$ cat src/rtl/instr_fetch_if.sv
// Instruction-memory request/response channel shared by the fetch stage (master)
// and the instruction memory (slave).
interface instr_fetch_if #(
    parameter int ADDR_W  = 32,
    parameter int INSTR_W = 32
);
    logic               imem_req_87;
    logic [ADDR_W-1:0]  imem_addr_87;
    logic               imem_rdy_87;
    logic               imem_rsp_vld_87;
    logic [INSTR_W-1:0] imem_rsp_data_87;

    modport master (
        output imem_req_87,
        output imem_addr_87,
        input  imem_rdy_87,
        input  imem_rsp_vld_87,
        input  imem_rsp_data_87
    );

    modport slave (
        input  imem_req_87,
        input  imem_addr_87,
        output imem_rdy_87,
        output imem_rsp_vld_87,
        output imem_rsp_data_87
    );
endinterface

$ cat src/rtl/instr_fetch.sv
// Fetch stage: owns the PC, issues in-order imem requests, buffers responses and drives IF/ID.
// Optional performance counters are built when IF_PERF_CNT_EN is defined.
module instr_fetch #(
    parameter int                ADDR_W     = 32,
    parameter int                INSTR_W    = 32,
    parameter logic [ADDR_W-1:0] RESET_PC   = '0,
    parameter int                FIFO_DEPTH = 2
) (
    input  logic               clk_87,
    input  logic               rst_87,
    instr_fetch_if.master      imem,
    input  logic               stall_87,
    input  logic               redirect_87,
    input  logic [ADDR_W-1:0]  redirect_pc_87,
    output logic [ADDR_W-1:0]  pc_out_87,
    output logic [INSTR_W-1:0] instr_out_87,
    output logic               instr_vld_87,
    output logic [31:0]        perf_fetched_87,
    output logic [31:0]        perf_stall_87
);
    localparam int PW = $clog2(FIFO_DEPTH);
    localparam int CW = PW + 1;

    // IDLE: one-cycle gap after reset, FETCH: issuing, FLUSH: dropping pre-redirect responses
    typedef enum logic [1:0] {IDLE, FETCH, FLUSH} state_t;
    state_t r_state, w_state_nxt;

    logic [ADDR_W-1:0]  r_pc, r_rsp_pc, r_pc_out;
    logic               r_req, r_vld;
    logic [INSTR_W-1:0] r_instr;
    logic [CW-1:0]      r_outst, r_discard, r_count;
    logic [PW-1:0]      r_wptr, r_rptr;
    logic [INSTR_W-1:0] r_fifo_data [FIFO_DEPTH];
    logic [ADDR_W-1:0]  r_fifo_pc   [FIFO_DEPTH];

    logic              w_acc, w_rsp, w_keep, w_pop_ok, w_pop, w_bypass, w_push, w_req_nxt;
    logic              w_load_vld, w_load_bub;
    logic [CW-1:0]     w_outst_nxt, w_discard_nxt, w_count_nxt;
    logic [CW:0]       w_credit;
    logic [ADDR_W-1:0] w_redir_pc;

    assign imem.imem_req_87  = r_req;
    assign imem.imem_addr_87 = r_pc;
    assign pc_out_87         = r_pc_out;
    assign instr_out_87      = r_instr;
    assign instr_vld_87      = r_vld;

    always_comb begin
        w_redir_pc = redirect_pc_87 & ~ADDR_W'(3);
        w_acc      = r_req & imem.imem_rdy_87;
        w_rsp      = imem.imem_rsp_vld_87;
        w_keep     = w_rsp & ~redirect_87 & (r_discard == '0);
        w_pop_ok   = ~stall_87 & ~redirect_87;
        w_pop      = w_pop_ok & (r_count != '0);
        w_bypass   = w_keep & w_pop_ok & (r_count == '0);
        w_push     = w_keep & ~w_bypass;
        w_load_vld = w_pop | w_bypass;
        w_load_bub = redirect_87 | (~stall_87 & ~w_load_vld);

        w_outst_nxt = r_outst + CW'(w_acc) - CW'(w_rsp);
        w_count_nxt = redirect_87 ? '0 : r_count + CW'(w_push) - CW'(w_pop);

        // A request accepted in the redirect cycle still returns data, so it is discarded too
        w_discard_nxt = r_discard;
        if (redirect_87)
            w_discard_nxt = w_outst_nxt;
        else if (w_rsp && (r_discard != '0))
            w_discard_nxt = r_discard - CW'(1);

        w_state_nxt = r_state;
        case (r_state)
            IDLE:    w_state_nxt = FETCH;
            FETCH:   w_state_nxt = FETCH;
            FLUSH:   if (w_discard_nxt == '0) w_state_nxt = FETCH;
            default: w_state_nxt = IDLE;
        endcase
        if (redirect_87)
            w_state_nxt = (w_discard_nxt != '0) ? FLUSH : FETCH;

        w_credit  = {1'b0, w_outst_nxt} + {1'b0, w_count_nxt};
        w_req_nxt = (w_state_nxt == FETCH) && !redirect_87 && (w_credit < (CW+1)'(FIFO_DEPTH));
    end

    always_ff @(posedge clk_87) begin
        if (rst_87) begin
            r_state   <= IDLE;
            r_pc      <= RESET_PC;
            r_rsp_pc  <= RESET_PC;
            r_req     <= 1'b0;
            r_outst   <= '0;
            r_discard <= '0;
            r_count   <= '0;
            r_wptr    <= '0;
            r_rptr    <= '0;
            r_pc_out  <= '0;
            r_instr   <= '0;
            r_vld     <= 1'b0;
        end else begin
            r_state   <= w_state_nxt;
            r_req     <= w_req_nxt;
            r_outst   <= w_outst_nxt;
            r_discard <= w_discard_nxt;
            r_count   <= w_count_nxt;
            if (redirect_87) begin
                r_pc     <= w_redir_pc;
                r_rsp_pc <= w_redir_pc;
                r_wptr   <= '0;
                r_rptr   <= '0;
            end else begin
                if (w_acc)  r_pc     <= r_pc + ADDR_W'(4);
                if (w_keep) r_rsp_pc <= r_rsp_pc + ADDR_W'(4);
                if (w_push) r_wptr   <= r_wptr + PW'(1);
                if (w_pop)  r_rptr   <= r_rptr + PW'(1);
            end
            if (w_load_bub) begin
                r_instr <= '0;
                r_vld   <= 1'b0;
            end else if (w_pop) begin
                r_instr  <= r_fifo_data[r_rptr];
                r_pc_out <= r_fifo_pc[r_rptr] + ADDR_W'(4);
                r_vld    <= 1'b1;
            end else if (w_bypass) begin
                r_instr  <= imem.imem_rsp_data_87;
                r_pc_out <= r_rsp_pc + ADDR_W'(4);
                r_vld    <= 1'b1;
            end
        end
    end

    always_ff @(posedge clk_87) begin
        if (w_push && !rst_87) begin
            r_fifo_data[r_wptr] <= imem.imem_rsp_data_87;
            r_fifo_pc[r_wptr]   <= r_rsp_pc;
        end
    end

`ifdef IF_PERF_CNT_EN
    logic [31:0] r_perf_fetched, r_perf_stall;

    always_ff @(posedge clk_87) begin
        if (rst_87) begin
            r_perf_fetched <= '0;
            r_perf_stall   <= '0;
        end else begin
            if (w_load_vld && !w_load_bub && !stall_87 && (r_perf_fetched != '1))
                r_perf_fetched <= r_perf_fetched + 32'd1;
            if (!stall_87 && w_load_bub && (r_perf_stall != '1))
                r_perf_stall <= r_perf_stall + 32'd1;
        end
    end

    assign perf_fetched_87 = r_perf_fetched;
    assign perf_stall_87   = r_perf_stall;
`else
    assign perf_fetched_87 = '0;
    assign perf_stall_87   = '0;
`endif
endmodule

$ cat src/flat_wrapper.sv
// flat-port wrapper written by rule: the top's interface ports become plain ports
module instr_fetch_flat 
#(
    parameter int                ADDR_W     = 32,
    parameter int                INSTR_W    = 32,
    parameter logic [ADDR_W-1:0] RESET_PC   = '0,
    parameter int                FIFO_DEPTH = 2
)
  (clk_87, rst_87, stall_87, redirect_87, redirect_pc_87, pc_out_87, instr_out_87, instr_vld_87, perf_fetched_87, perf_stall_87, imem_imem_req_87, imem_imem_addr_87, imem_imem_rdy_87, imem_imem_rsp_vld_87, imem_imem_rsp_data_87);
  instr_fetch_if #(.ADDR_W(ADDR_W), .INSTR_W(INSTR_W)) imem_i ();
  input  logic clk_87;
  input  logic rst_87;
  input  logic stall_87;
  input  logic redirect_87;
  input  logic [ADDR_W-1:0] redirect_pc_87;
  output logic [ADDR_W-1:0] pc_out_87;
  output logic [INSTR_W-1:0] instr_out_87;
  output logic instr_vld_87;
  output logic [31:0] perf_fetched_87;
  output logic [31:0] perf_stall_87;
  output wire logic [$bits(imem_i.imem_req_87)-1:0] imem_imem_req_87;
  output wire logic [$bits(imem_i.imem_addr_87)-1:0] imem_imem_addr_87;
  input wire logic [$bits(imem_i.imem_rdy_87)-1:0] imem_imem_rdy_87;
  input wire logic [$bits(imem_i.imem_rsp_vld_87)-1:0] imem_imem_rsp_vld_87;
  input wire logic [$bits(imem_i.imem_rsp_data_87)-1:0] imem_imem_rsp_data_87;
  assign imem_imem_req_87 = imem_i.imem_req_87;
  assign imem_imem_addr_87 = imem_i.imem_addr_87;
  assign imem_i.imem_rdy_87 = imem_imem_rdy_87;
  assign imem_i.imem_rsp_vld_87 = imem_imem_rsp_vld_87;
  assign imem_i.imem_rsp_data_87 = imem_imem_rsp_data_87;
  instr_fetch #(.ADDR_W(ADDR_W), .INSTR_W(INSTR_W), .RESET_PC(RESET_PC), .FIFO_DEPTH(FIFO_DEPTH)) u_core (.clk_87(clk_87), .rst_87(rst_87), .imem(imem_i), .stall_87(stall_87), .redirect_87(redirect_87), .redirect_pc_87(redirect_pc_87), .pc_out_87(pc_out_87), .instr_out_87(instr_out_87), .instr_vld_87(instr_vld_87), .perf_fetched_87(perf_fetched_87), .perf_stall_87(perf_stall_87));
endmodule
$ cat config.mk
export PLATFORM = sky130hd
export DESIGN_NAME = instr_fetch_flat
export DESIGN_NICKNAME = d
export VERILOG_FILES = /design/src/rtl/instr_fetch_if.sv /design/src/rtl/instr_fetch.sv /design/src/flat_wrapper.sv
export SDC_FILE = /design/constraint.sdc
export NUM_CORES = 1
export LEC_CHECK = 0
export CORE_MARGIN = 2
export CORE_UTILIZATION = 40
export DETAILED_ROUTE_END_ITERATION = 16
export SLEW_MARGIN = 20
export SYNTH_ARGS = -nofsm -noshare
export SYNTH_HDL_FRONTEND = slang
export SYNTH_SLANG_ARGS = --single-unit
export TNS_END_PERCENT = 1
$ cat constraint.sdc
create_clock -name clk_87 -period 12.8 [get_ports clk_87]
set_input_delay 1.28 -clock clk_87 [delete_from_list [all_inputs] [get_ports clk_87]]
set_output_delay 1.28 -clock clk_87 [all_outputs]
set_load 0.02 [all_outputs]
== Word level (Yosys, flattened, before mapping) ==
Memory sizes are Yosys's and may differ from the RTL's. A register that Yosys moved wholly into a read port is not among the register bits.
Index checks and enable logic that the tools add are counted.
W data, S select, Z words.
Cells by class
  eq/ne operators: 3
  reduce and logical (&&, ||, !) cells: 20
  bitwise operators: 16
  $lt $le $gt $ge: 1
  multiplexer cells: 23
  $add $sub $neg: 11
Operator list (count)
  $mux W32: 8
  $add A32 B3 Y32 const B: 3
  $mux W2: 6
  $reduce_bool A2 Y1: 6
  $and A1 B1 Y1: 9
  $logic_not A2 Y1: 4
  $mux W1: 8
  $reduce_or A2 Y1: 3
  $not A1 Y1: 5
  $add A2 B1 Y2: 2
  $eq A2 B1 Y1 const B: 2
  $logic_and A1 B1 Y1: 4
  $pmux W2 S2: 1
  $sub A2 B1 Y2: 2
  $add A2 B2 Y3: 1
  $lt A3 B2 Y1 const B: 1
  $add A1 B1 Y1 const B: 2
  $eq A2 B2 Y1 const B: 1
  $logic_not A1 Y1: 2
  $or A1 B1 Y1: 2
  $reduce_and A2 Y1: 1
  $sub A2 B1 Y2 const B: 1
Storage, ports and cells
  input bits: 70
  RAM bits: 128
  bits in registers: 140
  output and inout port bits: 162
  memories kept: 2
Memory list
  u_core.r_fifo_data: words 2, bits a word 32, rd ports 1, clocked after Yosys merged registers in 1, wr ports 1, RTL line instr_fetch.sv:33  | logic [INSTR_W-1:0] r_fifo_data [FIFO_DEPTH];
  u_core.r_fifo_pc: words 2, bits a word 32, rd ports 1, clocked after Yosys merged registers in 1, wr ports 1, RTL line instr_fetch.sv:34  | logic [ADDR_W-1:0] r_fifo_pc [FIFO_DEPTH];

== Longest topological paths before layout ==
  depth after elaboration: 13
  depth in mapped cells: 16
  mapped depth without buffers: 15

== Worst setup path before layout ==
OpenSTA, ideal clock, no wires.
  path type: input to register
  start: input port imem_imem_rsp_vld_87
  end: memory u_core.r_fifo_data[1][0], enable pin
  stages on the path: 6
  path buffers: 1
  arrival time: 6.631 ns
  setup slack: 5.598 ns
  data required time: 12.229 ns
  cell sequence: nand2_1 clkbuf_1 a21boi_1 nand2_1 nand3_1 nor3b_1
Between the ends
  cells in the longest elaborated chain, start to end: 9
RTL lines
  from (decl): RTL line flat_wrapper.sv:24  | input wire logic [$bits(imem_i.imem_rsp_vld_87)-1:0] imem_imem_rsp_vld_87;
  $and A1 B1 Y1 * (2 in series): RTL line instr_fetch.sv:52  | w_keep = w_rsp & ~redirect_87 & (r_discard == '0);
  $and A1 B1 Y1 (2 in series): RTL line instr_fetch.sv:55  | w_bypass = w_keep & w_pop_ok & (r_count == '0);
  $not A1 Y1: RTL line instr_fetch.sv:56  | w_push = w_keep & ~w_bypass;
  $and A1 B1 Y1 *: RTL line instr_fetch.sv:56
  $logic_and A1 B1 Y1 *: RTL line instr_fetch.sv:131  | if (w_push && !rst_87) begin
  $mux W1 *: RTL line instr_fetch.sv:131
  $mux W1 (not written as such) *: RTL line instr_fetch.sv:132  | r_fifo_data[r_wptr] <= imem.imem_rsp_data_87;
  to (decl): RTL line instr_fetch.sv:33
Every way passes the cells marked *; elsewhere a longest branch is shown, timed or not.

== Worst setup path in the final report ==
  start: input port redirect_87
  end: register u_core.r_req, in the netlist u_core.imem.imem_req_87
Between the ends
  cells in the longest elaborated chain, start to end: 13
  elaborated cells between the ends (all ways): 25
RTL lines
  from (decl): RTL line flat_wrapper.sv:14  | input logic redirect_87;
  $not A1 Y1 *: RTL line instr_fetch.sv:52, instr_fetch.sv:53
  $and A1 B1 Y1 (2 in series): RTL line instr_fetch.sv:52
  $and A1 B1 Y1 (2 in series): RTL line instr_fetch.sv:55
  $not A1 Y1: RTL line instr_fetch.sv:56
  $and A1 B1 Y1 *: RTL line instr_fetch.sv:56
  via u_core.w_push: RTL line instr_fetch.sv:36  | logic w_acc, w_rsp, w_keep, w_pop_ok, w_pop, w_bypass, w_push, w_req_nxt;
  $add A2 B1 Y2 *: RTL line instr_fetch.sv:61  | w_count_nxt = redirect_87 ? '0 : r_count + CW'(w_push) - CW'(w_pop);
  $sub A2 B1 Y2 *: RTL line instr_fetch.sv:61
  $mux W2 *: RTL line instr_fetch.sv:61
  via u_core.w_count_nxt[1]: RTL line instr_fetch.sv:38  | logic [CW-1:0] w_outst_nxt, w_discard_nxt, w_count_nxt;
  $add A2 B2 Y3 *: RTL line instr_fetch.sv:80  | w_credit = {1'b0, w_outst_nxt} + {1'b0, w_count_nxt};
  $lt A3 B2 Y1 *: RTL line instr_fetch.sv:81  | w_req_nxt = (w_state_nxt == FETCH) && !redirect_87 && (w_credit < (CW+1)'(FIFO_DEPTH));
  $logic_and A1 B1 Y1 *: RTL line instr_fetch.sv:81
  to (signal assigned): RTL line instr_fetch.sv:100  | r_req <= w_req_nxt;
  to (decl): RTL line instr_fetch.sv:29  | logic r_req, r_vld;
The timed path passes the listed nets; every way through them passes the cells marked *.
A chain may end at the register's enable or synchronous reset.

==> impl_metrics.tcl <==
set metrics [dict create \
    run_status "complete, no violations" \
    p_leak_nw 5.08 \
    cts-htree-levels 1 \
    first_global_vias 8583 \
    final_cell_area_mm2 0.0152 \
    layout-drive-gt1-share_pct 7.13 \
    drt_first_iter_violations 440 \
    post_cts_resize_count 0 \
    final_min_period_over_clock_period_pct 36.6 \
    timing.critical_path.to_type "register" \
    number_of_antenna_violations_at_the_first_check_in_global_routing 0 \
    detail_route.vias_per_cell 5.10 \
    ys_types 78 \
    hpwl_after_dpl_um 19800 \
    seq_area_frac_synth_pct 51.3 \
    fp.dieW_um 181 \
    num-nets-final 1416 \
    fin_crit_ps 4680 \
    postCtsSetupRepairBufs 0 \
    clockBufferDepth 3 \
    layout_commonest_cell "sky130_fd_sc_hd__clkdlybuf4s50_1" \
    maxClockFrequency_ghz 0.214 \
    drt-pass1-iter-count 5 \
    dr_total_vias 8956 \
    critical_path.max_fanout 41 \
    ioPinCount 232 \
    synth_async_sr_flop_share_pct 0 \
    detail_route.drc_violations 0 \
    ant_nets 0 \
    data_arrival_time_of_the_worst_path_ps 5160 \
    clk_transition_reported_paths_ps 60 \
    final_weighted_congestion_in_routability_driven_placement 0.814 \
    syn_area_mm2 0.0125 \
    synth_top_flop_cell "sky130_fd_sc_hd__dfxtp_1" \
    numCtsBuffers 29 \
    timing.hold.worst.class "reg2reg" \
    grt_start_max_net_pins 79 \
    detail_route.wirelength_um 29900 \
    max_cap_violations 0 \
    max-slew-margin-rel_pct 37.9 \
    finalClockSkew_ps 23.3 \
    grt_use_total_pct 17.6 \
    synth-edff-count 124 \
    fillers 2825 \
    grt-ovfl-total 0 \
    effective_utilization_at_floorplan_pct 40.8 \
    dpl_cell_area_mm2 0.0142 \
    worst_slew_pin_slew_ps 932 \
    cts_hold_buffers 0 \
    drt-wirelength-per-cell_um 17.0 \
    area_delta_synth_final_pct 21.1 \
    vdd_ir_drop_max_uv 97.9 \
    grt_first_pass_wirelength_um 46700 \
    critical_path_class "in2reg" \
    die-height_um 181 \
    worst-r2r-setup-slack_ps 9000 \
    core_region_area_mm2 0.0307 \
    die-area_mm2 0.0328 \
    i_o_buffers 161 \
    final-setup-viol-count 0 \
    finalHoldViolCount 0 \
    layout_common_cells "sky130_fd_sc_hd__clkdlybuf4s50_1 (160), sky130_fd_sc_hd__dfxtp_1 (134), sky130_fd_sc_hd__edfxtp_1 (124), sky130_fd_sc_hd__nand2_1 (118), sky130_fd_sc_hd__nor2_1 (77)" \
    tritoncts "yes" \
    total_count_of_max_transition_violations_in_the_final_report 0 \
    row_count 64 \
    antenna_cells 0 \
    required_ps 13280 \
    postSynthAreaPerCell_um2 10.4 \
    fin_setup_tns_ps 0 \
    power-per-cell-area_mw_per_mm2 131 \
    clk_latency_ps 550 \
    finish.utilization_pct 49.4 \
    synth-seq-cells 259 \
    cts-root-buf "sky130_fd_sc_hd__clkbuf_16" \
    synth_warnings 0 \
    numClockSinks 259 \
    grt_setup_unrepaired "no" \
    worstSetupStartpointType "input pin" \
    post_synth_inst_count 1201 \
]
[metal layers]
| metal | vias up | GRT usage (%) | share of wire, % |
|---|---|---|---|
| li1 | 4435 | - | - |
| met1 | 4213 | 23.7 | 46 |
| met2 | 265 | 29.3 | 46 |
| met3 | 43 | 3.51 | 6.2 |
| met4 | 0 | 4.33 | 2.0 |
| met5 | - | 0 | 0 |
[power breakdown]
group          leakage, nW  internal, mW  switching (mW)
clock network        0.474         0.510           0.329
registers             2.24         0.903          0.0350
logic                 2.37        0.0879           0.124
total                 5.08          1.50           0.488
[area by class of cell]
cell class | instances | area (um2) | share of cell area [%]
Tap cell | 396 | 495 | 3.26
Clock inverter | 16 | 194 | 1.28
Timing Repair Buffer | 175 | 1710 | 11.3
Inverter | 33 | 124 | 0.816
Multi-Input combinational cell | 839 | 5440 | 35.9
Clock buffer | 38 | 779 | 5.14
Sequential cell | 259 | 6430 | 42.4
[critical path, cell delays in order]
cell and delay, ps:
sky130_fd_sc_hd__clkdlybuf4s50_1 400, sky130_fd_sc_hd__buf_4 270, sky130_fd_sc_hd__nor2_1 360, sky130_fd_sc_hd__a21boi_4 230
sky130_fd_sc_hd__buf_4 460, sky130_fd_sc_hd__nand2_1 370, sky130_fd_sc_hd__nand3_1 270, sky130_fd_sc_hd__inv_1 90
sky130_fd_sc_hd__ha_1 210, sky130_fd_sc_hd__xor2_1 150, sky130_fd_sc_hd__xnor2_1 220, sky130_fd_sc_hd__nor2_1 90
sky130_fd_sc_hd__fa_1 470, sky130_fd_sc_hd__nor2_1 110, sky130_fd_sc_hd__nand2_1 60, sky130_fd_sc_hd__a21oi_1 110
[kinds of logic (layout without fill, tap and decap cells)]
kind of cell / Yosys count / after routing / synth area share (%)
and+or+nand+nor: 357 / 357 / 14.5
DFF: 259 / 259 / 51.3
AOI/OAI and AO/OA: 234 / 234 / 13.0
buffers and inverters: 170 / 262 / 7.63
xor gates and xnor gates: 111 / 111 / 7.75
muxes: 60 / 60 / 4.89
adders and majority gates: 9 / 9 / 0.958
other: 1 / 68 / 0.0299
[cell usage after synthesis, types with 7 or more instances]
cell / instances / area share (%)
sky130_fd_sc_hd__o21ai_0: 10 / 0.40
sky130_fd_sc_hd__a21boi_0: 35 / 2.1
sky130_fd_sc_hd__nor3_1: 22 / 0.88
sky130_fd_sc_hd__nand4_1: 22 / 1.1
sky130_fd_sc_hd__mux2i_1: 53 / 4.2
sky130_fd_sc_hd__and3_1: 14 / 0.70
sky130_fd_sc_hd__xor2_1: 58 / 4.1
sky130_fd_sc_hd__edfxtp_1: 124 / 30
sky130_fd_sc_hd__nand2b_1: 7 / 0.35
sky130_fd_sc_hd__a21oi_1: 71 / 2.8
sky130_fd_sc_hd__nand3_1: 42 / 1.7
sky130_fd_sc_hd__dfxtp_1: 135 / 22
sky130_fd_sc_hd__xnor2_1: 53 / 3.7
sky130_fd_sc_hd__buf_4: 73 / 4.4
sky130_fd_sc_hd__o211ai_1: 33 / 2.0
sky130_fd_sc_hd__buf_2: 12 / 0.48
sky130_fd_sc_hd__inv_1: 31 / 0.93
sky130_fd_sc_hd__clkbuf_1: 40 / 1.2
sky130_fd_sc_hd__o32ai_1: 9 / 0.63
sky130_fd_sc_hd__nand3b_1: 8 / 0.48
sky130_fd_sc_hd__buf_1: 8 / 0.24
sky130_fd_sc_hd__nand2_1: 118 / 3.5
sky130_fd_sc_hd__a22oi_1: 8 / 0.48
sky130_fd_sc_hd__nor2_1: 77 / 2.3
sky130_fd_sc_hd__a211oi_1: 17 / 1.0
sky130_fd_sc_hd__or3_1: 8 / 0.40
sky130_fd_sc_hd__ha_1: 8 / 0.80
[sequential cells by signal, summed over array words and instances, names as in the netlist, 2 cells and up, named ones only]
| register | cells |
|---|---|
| u_core.r_fifo_data | 64 |
| u_core.imem.imem_addr_87 | 30 |
| u_core.pc_out_87 | 30 |
| u_core.r_discard | 2 |
| u_core.r_outst | 2 |
| u_core.r_count | 2 |
| u_core.r_fifo_pc | 60 |
| u_core.instr_out_87 | 32 |
| u_core.r_rsp_pc | 30 |
| u_core.r_state | 2 |
[final timing paths]
path                                                      startpoint                                    to  cells after the start
worst min register to register  u_core.instr_out_87[23]$_SDFFE_PP0P_  u_core.instr_out_87[23]$_SDFFE_PP0P_                      2
worst max-delay path                                     redirect_87    u_core.imem.imem_req_87$_SDFF_PP0_                     16
worst max register to register        u_core.r_discard[0]$_SDFF_PP0_    u_core.imem.imem_req_87$_SDFF_PP0_                     16
worst min-delay path            u_core.instr_out_87[23]$_SDFFE_PP0P_  u_core.instr_out_87[23]$_SDFFE_PP0P_                      2
[through the flow]
stage,hold slack (ps),std cells,power (mW),worst slack [ps]
floorplan,420,1268,1.09,5600
global placement,441,1702,1.16,7550
detailed placement,447,1702,1.17,7530
CTS,455,1756,2.02,8070
global route,467,1756,2.07,7890
finish,452,1756,1.99,8120
No activity file was read; power rests on OpenSTA's default activity.
